[src/rtl/pill_pkg.sv]
// Shared definitions for the pill-filling hopper: FSM encoding, BCD count type,
// default timing constants and a BCD digit validity helper.
package pill_pkg;

    typedef enum logic [2:0] {
        ST_IDLE   = 3'd0,
        ST_ARB    = 3'd1,
        ST_FILL   = 3'd2,
        ST_SWITCH = 3'd3,
        ST_STARVE = 3'd4,
        ST_HALT   = 3'd5
    } state_e;

    typedef logic [11:0] bcd3_t;

    localparam int unsigned SWITCH_CYC_DEF = 2000;
    localparam int unsigned STARVE_CYC_DEF = 5000;

    function automatic logic bcd3_valid(input bcd3_t v);
        return (v[11:8] <= 4'd9) && (v[7:4] <= 4'd9) && (v[3:0] <= 4'd9);
    endfunction

endpackage

[src/rtl/bcd3_counter.sv]
// Three-digit BCD pill counter with synchronous clear, increment (999 wraps to 000)
// and a flag telling whether the next increment lands on the target.
module bcd3_counter
    import pill_pkg::*;
(
    input  logic  clk_i,
    input  logic  rst_i,
    input  logic  clr_i,
    input  logic  inc_i,
    input  bcd3_t target_i,
    output bcd3_t count_o,
    output logic  hit_o
);

    bcd3_t count_q, count_d, inc_val;

    always_comb begin
        inc_val = count_q;
        if (count_q[3:0] != 4'd9) begin
            inc_val[3:0] = count_q[3:0] + 4'd1;
        end else begin
            inc_val[3:0] = '0;
            if (count_q[7:4] != 4'd9) begin
                inc_val[7:4] = count_q[7:4] + 4'd1;
            end else begin
                inc_val[7:4]  = '0;
                inc_val[11:8] = (count_q[11:8] == 4'd9) ? 4'd0 : count_q[11:8] + 4'd1;
            end
        end
    end

    always_comb begin
        count_d = count_q;
        if (clr_i)      count_d = '0;
        else if (inc_i) count_d = inc_val;
    end

    always_ff @(posedge clk_i or posedge rst_i) begin
        if (rst_i) count_q <= '0;
        else       count_q <= count_d;
    end

    // Independent of inc_i so the caller can gate it without a combinational loop.
    assign hit_o   = (inc_val == target_i);
    assign count_o = count_q;

endmodule

[src/rtl/hopper_arbiter.sv]
// Round-robin arbiter sharing one pill hopper among N_ST bottle stations, with
// per-bottle BCD counting, bottle-change gap, starve detection and emergency stop.
module hopper_arbiter
    import pill_pkg::*;
#(
    parameter int unsigned N_ST       = 4,
    parameter int unsigned SWITCH_CYC = SWITCH_CYC_DEF,
    parameter int unsigned STARVE_CYC = STARVE_CYC_DEF
) (
    input  logic            clk_1khz,
    input  logic            clr,
    input  logic            start,
    input  logic            estop,
    input  logic            fault_ack,
    input  logic [11:0]     target_pills,
    input  logic            pill_pulse,
    input  logic [N_ST-1:0] req,
    output logic [N_ST-1:0] grant,
    output logic            gate_open,
    output logic [N_ST-1:0] bottle_done,
    output logic [N_ST-1:0] bottle_abort,
    output logic [11:0]     pill_count,
    output logic [2:0]      state,
    output logic            fault_starve
);

    localparam int unsigned TMAX = (SWITCH_CYC > STARVE_CYC) ? SWITCH_CYC : STARVE_CYC;
    localparam int unsigned TW   = $clog2(TMAX + 1);
    localparam int unsigned IW   = (N_ST > 1) ? $clog2(N_ST) : 1;
    localparam logic [TW-1:0] SWITCH_LIM = TW'(SWITCH_CYC - 1);
    localparam logic [TW-1:0] STARVE_LIM = TW'(STARVE_CYC - 1);

    state_e          state_q, state_d;
    logic [N_ST-1:0] grant_q, grant_d;
    logic [N_ST-1:0] done_q, done_d;
    logic [N_ST-1:0] abort_q, abort_d;
    logic [IW-1:0]   last_q, last_d;
    logic [TW-1:0]   timer_q, timer_d;
    bcd3_t           target_q, target_d;

    logic            rr_found;
    logic [IW-1:0]   rr_idx;
    logic            cnt_clr, cnt_inc, cnt_hit;
    bcd3_t           count;

    bcd3_counter u_count (
        .clk_i   (clk_1khz),
        .rst_i   (clr),
        .clr_i   (cnt_clr),
        .inc_i   (cnt_inc),
        .target_i(target_q),
        .count_o (count),
        .hit_o   (cnt_hit)
    );

    // First requester after the last granted index, wrapping around.
    always_comb begin
        rr_found = 1'b0;
        rr_idx   = '0;
        for (int unsigned k = 1; k <= N_ST; k++) begin
            if (!rr_found && req[IW'((32'(last_q) + k) % N_ST)]) begin
                rr_found = 1'b1;
                rr_idx   = IW'((32'(last_q) + k) % N_ST);
            end
        end
    end

    always_comb begin
        state_d  = state_q;
        grant_d  = grant_q;
        last_d   = last_q;
        timer_d  = timer_q;
        target_d = target_q;
        done_d   = '0;
        abort_d  = '0;
        cnt_clr  = 1'b0;
        cnt_inc  = 1'b0;
        if (estop) begin
            state_d = ST_HALT;
            grant_d = '0;
            timer_d = '0;
        end else begin
            case (state_q)
                ST_IDLE: begin
                    if (start && bcd3_valid(target_pills) && (target_pills != '0)) begin
                        target_d = target_pills;
                        state_d  = ST_ARB;
                    end
                end
                ST_ARB: begin
                    if (rr_found) begin
                        grant_d         = '0;
                        grant_d[rr_idx] = 1'b1;
                        last_d          = rr_idx;
                        cnt_clr         = 1'b1;
                        timer_d         = '0;
                        state_d         = ST_FILL;
                    end
                end
                ST_FILL: begin
                    cnt_inc = pill_pulse;
                    if (!req[last_q]) begin
                        abort_d[last_q] = 1'b1;
                        grant_d         = '0;
                        timer_d         = '0;
                        state_d         = ST_SWITCH;
                    end else if (pill_pulse && cnt_hit) begin
                        done_d[last_q] = 1'b1;
                        grant_d        = '0;
                        timer_d        = '0;
                        state_d        = ST_SWITCH;
                    end else if (pill_pulse) begin
                        timer_d = '0;
                    end else if (timer_q == STARVE_LIM) begin
                        state_d = ST_STARVE;
                    end else begin
                        timer_d = timer_q + TW'(1);
                    end
                end
                ST_SWITCH: begin
                    if (timer_q == SWITCH_LIM) begin
                        timer_d = '0;
                        cnt_clr = 1'b1;
                        state_d = ST_ARB;
                    end else begin
                        timer_d = timer_q + TW'(1);
                    end
                end
                ST_STARVE: begin
                    if (fault_ack) begin
                        timer_d = '0;
                        state_d = ST_FILL;
                    end
                end
                ST_HALT: begin
                    if (fault_ack) begin
                        cnt_clr = 1'b1;
                        last_d  = IW'(N_ST - 1);
                        state_d = ST_IDLE;
                    end
                end
                default: state_d = ST_IDLE;
            endcase
        end
    end

    always_ff @(posedge clk_1khz or posedge clr) begin
        if (clr) begin
            state_q  <= ST_IDLE;
            grant_q  <= '0;
            done_q   <= '0;
            abort_q  <= '0;
            last_q   <= IW'(N_ST - 1);
            timer_q  <= '0;
            target_q <= '0;
        end else begin
            state_q  <= state_d;
            grant_q  <= grant_d;
            done_q   <= done_d;
            abort_q  <= abort_d;
            last_q   <= last_d;
            timer_q  <= timer_d;
            target_q <= target_d;
        end
    end

    assign grant        = grant_q;
    assign gate_open    = (state_q == ST_FILL);
    assign bottle_done  = done_q;
    assign bottle_abort = abort_q;
    assign pill_count   = count;
    assign state        = state_q;
    assign fault_starve = (state_q == ST_STARVE);

endmodule

[config.mk]
export PLATFORM = sky130hd
export DESIGN_NAME = hopper_arbiter
export DESIGN_NICKNAME = d
export VERILOG_FILES = /design/src/rtl/pill_pkg.sv /design/src/rtl/bcd3_counter.sv /design/src/rtl/hopper_arbiter.sv
export SDC_FILE = /design/constraint.sdc
export NUM_CORES = 1
export LEC_CHECK = 0
export ABC_CLOCK_PERIOD_IN_PS = 3500
export BUFFER_PORTS_ARGS = -buffer_cell sky130_fd_sc_hd__clkbuf_2
export CAP_MARGIN = 20
export CORE_UTILIZATION = 58
export CTS_BUF_LIST = sky130_fd_sc_hd__clkbuf_16
export CTS_CLUSTER_DIAMETER = 30
export DETAILED_ROUTE_END_ITERATION = 12
export PLACE_DENSITY_LB_ADDON = 0.12
export SLEW_MARGIN = 20
export SYNTH_ARGS = -nofsm -noshare
export SYNTH_HDL_FRONTEND = slang
export SYNTH_SLANG_ARGS = --single-unit
[constraint.sdc]
create_clock -name clk_1khz -period 3.5 [get_ports clk_1khz]
set_clock_uncertainty 0.2 [all_clocks]
set_input_delay 0.35 -clock clk_1khz [delete_from_list [all_inputs] [get_ports clk_1khz]]
set_output_delay 0.35 -clock clk_1khz [all_outputs]
set_load 0.05 [all_outputs]
==> metrics.txt <==
status=finished, violations left; failing checks=negative hold slack; Clk pwr share=24.4%; Synth cell types=65; Setup crit end kind=flip-flop; register area share after synthesis=38.0%; clk root buf=clkbuf_16; cell accounting for the most synthesized area=dfrtp_1; critical path class=flip-flop to flip-flop; clk buf depth=2; cells after synthesis=413; fin crit share=90.1%; Die Ht=80.3 µm; vias=3190; VDD IR-drop max=0.481 mV; crit path buf inv count=0; Max Slew Vio Count=0; critical-path cell list=nand4bb_1 > or3_1 > a311oi_2 > o2111ai_1 > nor4_4 > a21boi_2 > o21ai_1 > o221ai_1; Inst Count DP=521; Sw Ratio=39.0%; Tot GR Track Use=28.0%; die area=6450 µm²; Slew headroom=50.6%; Initial Util=60.1%; top-count cell post-synth=nor2_1; clock slew at reported path FFs=0.07 ns; CP top delay family=simple AND/OR/NAND/NOR gates; WL per Instance=15.8 µm; f_max=0.317 GHz; die width=80.3 µm; sequential group share of total power=38.6%; DRT iter0 DRCs=334; setup slack at placement=0.366 ns; Cell Area, Synth=3560 µm²; std cell rows=28; share of cells above drive strength 1=20.0%; Port Buffers=50; data required time of the worst path=3.46 ns; Hold Violations, Final=32; Pleak=1.78 nW; Final setup viols=0; storage element area=1350 µm²; fill count=504; Slew @ Worst Pin=0.739 ns; dominant cells by area after synthesis=dfrtp_1 37%, nor2_1 6.0%, o21ai_0 4.4%; worst hold slack=-0.0412 ns; Comb power frac=37.0%; Final nets=484; global-route wire length before repair=14000 µm; Core Box Area=5920 µm²; multi-input logic area=2060 µm²; max_cap viols=0; pwr/cell area=572 nW/µm²; CTS tree=done; Yosys reg bits=54; Avg Vias per Cell=6.03; share of the synthesized area in the top cell type=36.6%; Tot Pwr=2.30 mW; fin cells=529; EDFF count, synth=0; # clock sinks=54; Post-CTS Resized=0; antenna violations before repair=0; CP max stage delay=0.49 ns; largest net degree at the start of global routing=36; Area Overhead vs Synth=12.9%; GPL Wtd Cong=0.895; Num CTS Buffers=5; First-pass DRT Iterations=4; Setup crit start kind=flip-flop; TNS Setup=0 ns; RSZ-0062 raised after global routing=no; Routed WL=8330 µm; Top-Level Pins=51; # DRC=0; syn_area_per_cell=8.62 µm²; ANT cells=0; Hold WC Path Type=input pin to async pin; Post CTS Setup Buffer Count=0; Final WS setup=0.345 ns; Cell Int Power=1.40 mW; top cells by count, synth=57 x nor2_1, 52 x dfrtp_1, 37 x nand2_1; Final min period=3.16 ns; Worst-Skew Late Latency=0.29 ns; Yosys warning count=0; H-tree Lvls=2; Arr. time, crit path=3.11 ns; vias in the first global route=2909; remaining antenna violation count=0; crit-path max FO=10; Main synth FF type=dfrtp_1; ys async rst share=100%; Slowest-stage cell, CP=nand4bb_1; HPWL Detailed=6030 µm; net switching power figure=898 µW; Post-Syn Nets=444; hold_buf cts=0; total gr overflow=0
==> worst paths after layout <==
check / from / end / slack [ns] / cells after the start
worst max register to register: u_count.count_o[2] / grant[3] / 0.34 / 8
worst min register to register: timer_q[7] / timer_q[7] / 0.30 / 1
max in group asynchronous: clr / bottle_abort[1] / 2.41 / 3
min in group clk_1khz: target_pills[0] / target_q[0] / 0.14 / 2
worst min-delay path: clr / target_q[3] / -0.04 / 2
worst max-delay path: u_count.count_o[2] / grant[3] / 0.34 / 8
==> cell type report <==
| class | count | area share, % |
|---|---|---|
| Timing Repair Buffer | 56 | 7.35 |
| Tap cell | 75 | 2.33 |
| Inverter | 13 | 1.21 |
| Multi-Input combinational cell | 323 | 51.3 |
| Clock inverter | 3 | 0.996 |
| Sequential cell | 54 | 33.7 |
| Clock buffer | 5 | 3.11 |
==> metrics by stage <==
stage                     util, %  cell area [µm²]
final                        67.9             4020
after global routing         67.9             4020
after CTS                    67.9             4020
after detailed placement     65.1             3850
after global placement       65.1             3850
after floorplan                 -             3560
==> power by group through the flow <==
stage | registers [mW] | clock network [mW] | logic [mW]
after detailed placement | 0.896 | 0 | 0.846
after global routing | 0.908 | 0.595 | 0.934
final | 0.889 | 0.560 | 0.851
after CTS | 0.886 | 0.569 | 0.853
after floorplan | 0.914 | 0 | 0.634
after global placement | 0.889 | 0 | 0.825
==> registers in the layout, summed over array words and instances, names as in the netlist <==
register and flops:
bottle_abort 4, last_q 2, u_count.count_o 12, bottle_done 4
timer_q 13, target_q 12, state 3, grant 4
==> logic make-up (layout without fill, tap and decap cells) <==
kind of cell	after synthesis	in the layout	share of synthesized area, %
AO/OA/AOI/OAI	94	94	17.9
XOR/XNOR	12	12	2.95
adder cells (fa/ha/maj)	9	9	3.16
buffers and inverters	36	77	4.18
flip-flops	54	54	38.0
multiplexers	20	20	6.78
AND/OR/NAND/NOR	188	188	27.0
==> metal layers <==
metal  routed length, µm  track usage (%)  vias up  part of all wire [%]
li1                    -                -     1565                     -
met1                3960             38.9     1551                    48
met2                3960             44.3       67                    47
met3                 329             5.34        7                   3.9
met4                  82             7.68        0                  0.98
met5                   0                0        -                     0
==> placed cells by master, fill, tap and decap left out, types with 3 or more instances in the layout <==
master     count
a21o_1         3
o221ai_1       3
o21ai_0       31
clkbuf_2      50
nand4_1        4
nor2_1        57
nand3b_1       3
mux2i_1        5
nand3_1       18
nand2b_1      11
o41ai_1        3
o31ai_1        6
and2_1         6
and3b_1        3
a21oi_1       14
nand2_1       37
and3_1         7
nor2b_1        6
clkbuf_16      5
buf_4          6
nor4_1         5
xnor2_1        8
nor3_1        14
dfrtp_1       52
mux2_2        13
ha_1           9
xor2_1         4
inv_1         12
a311oi_1       3
a31oi_1        4
Note: power is estimated with default switching activity, not from simulation.
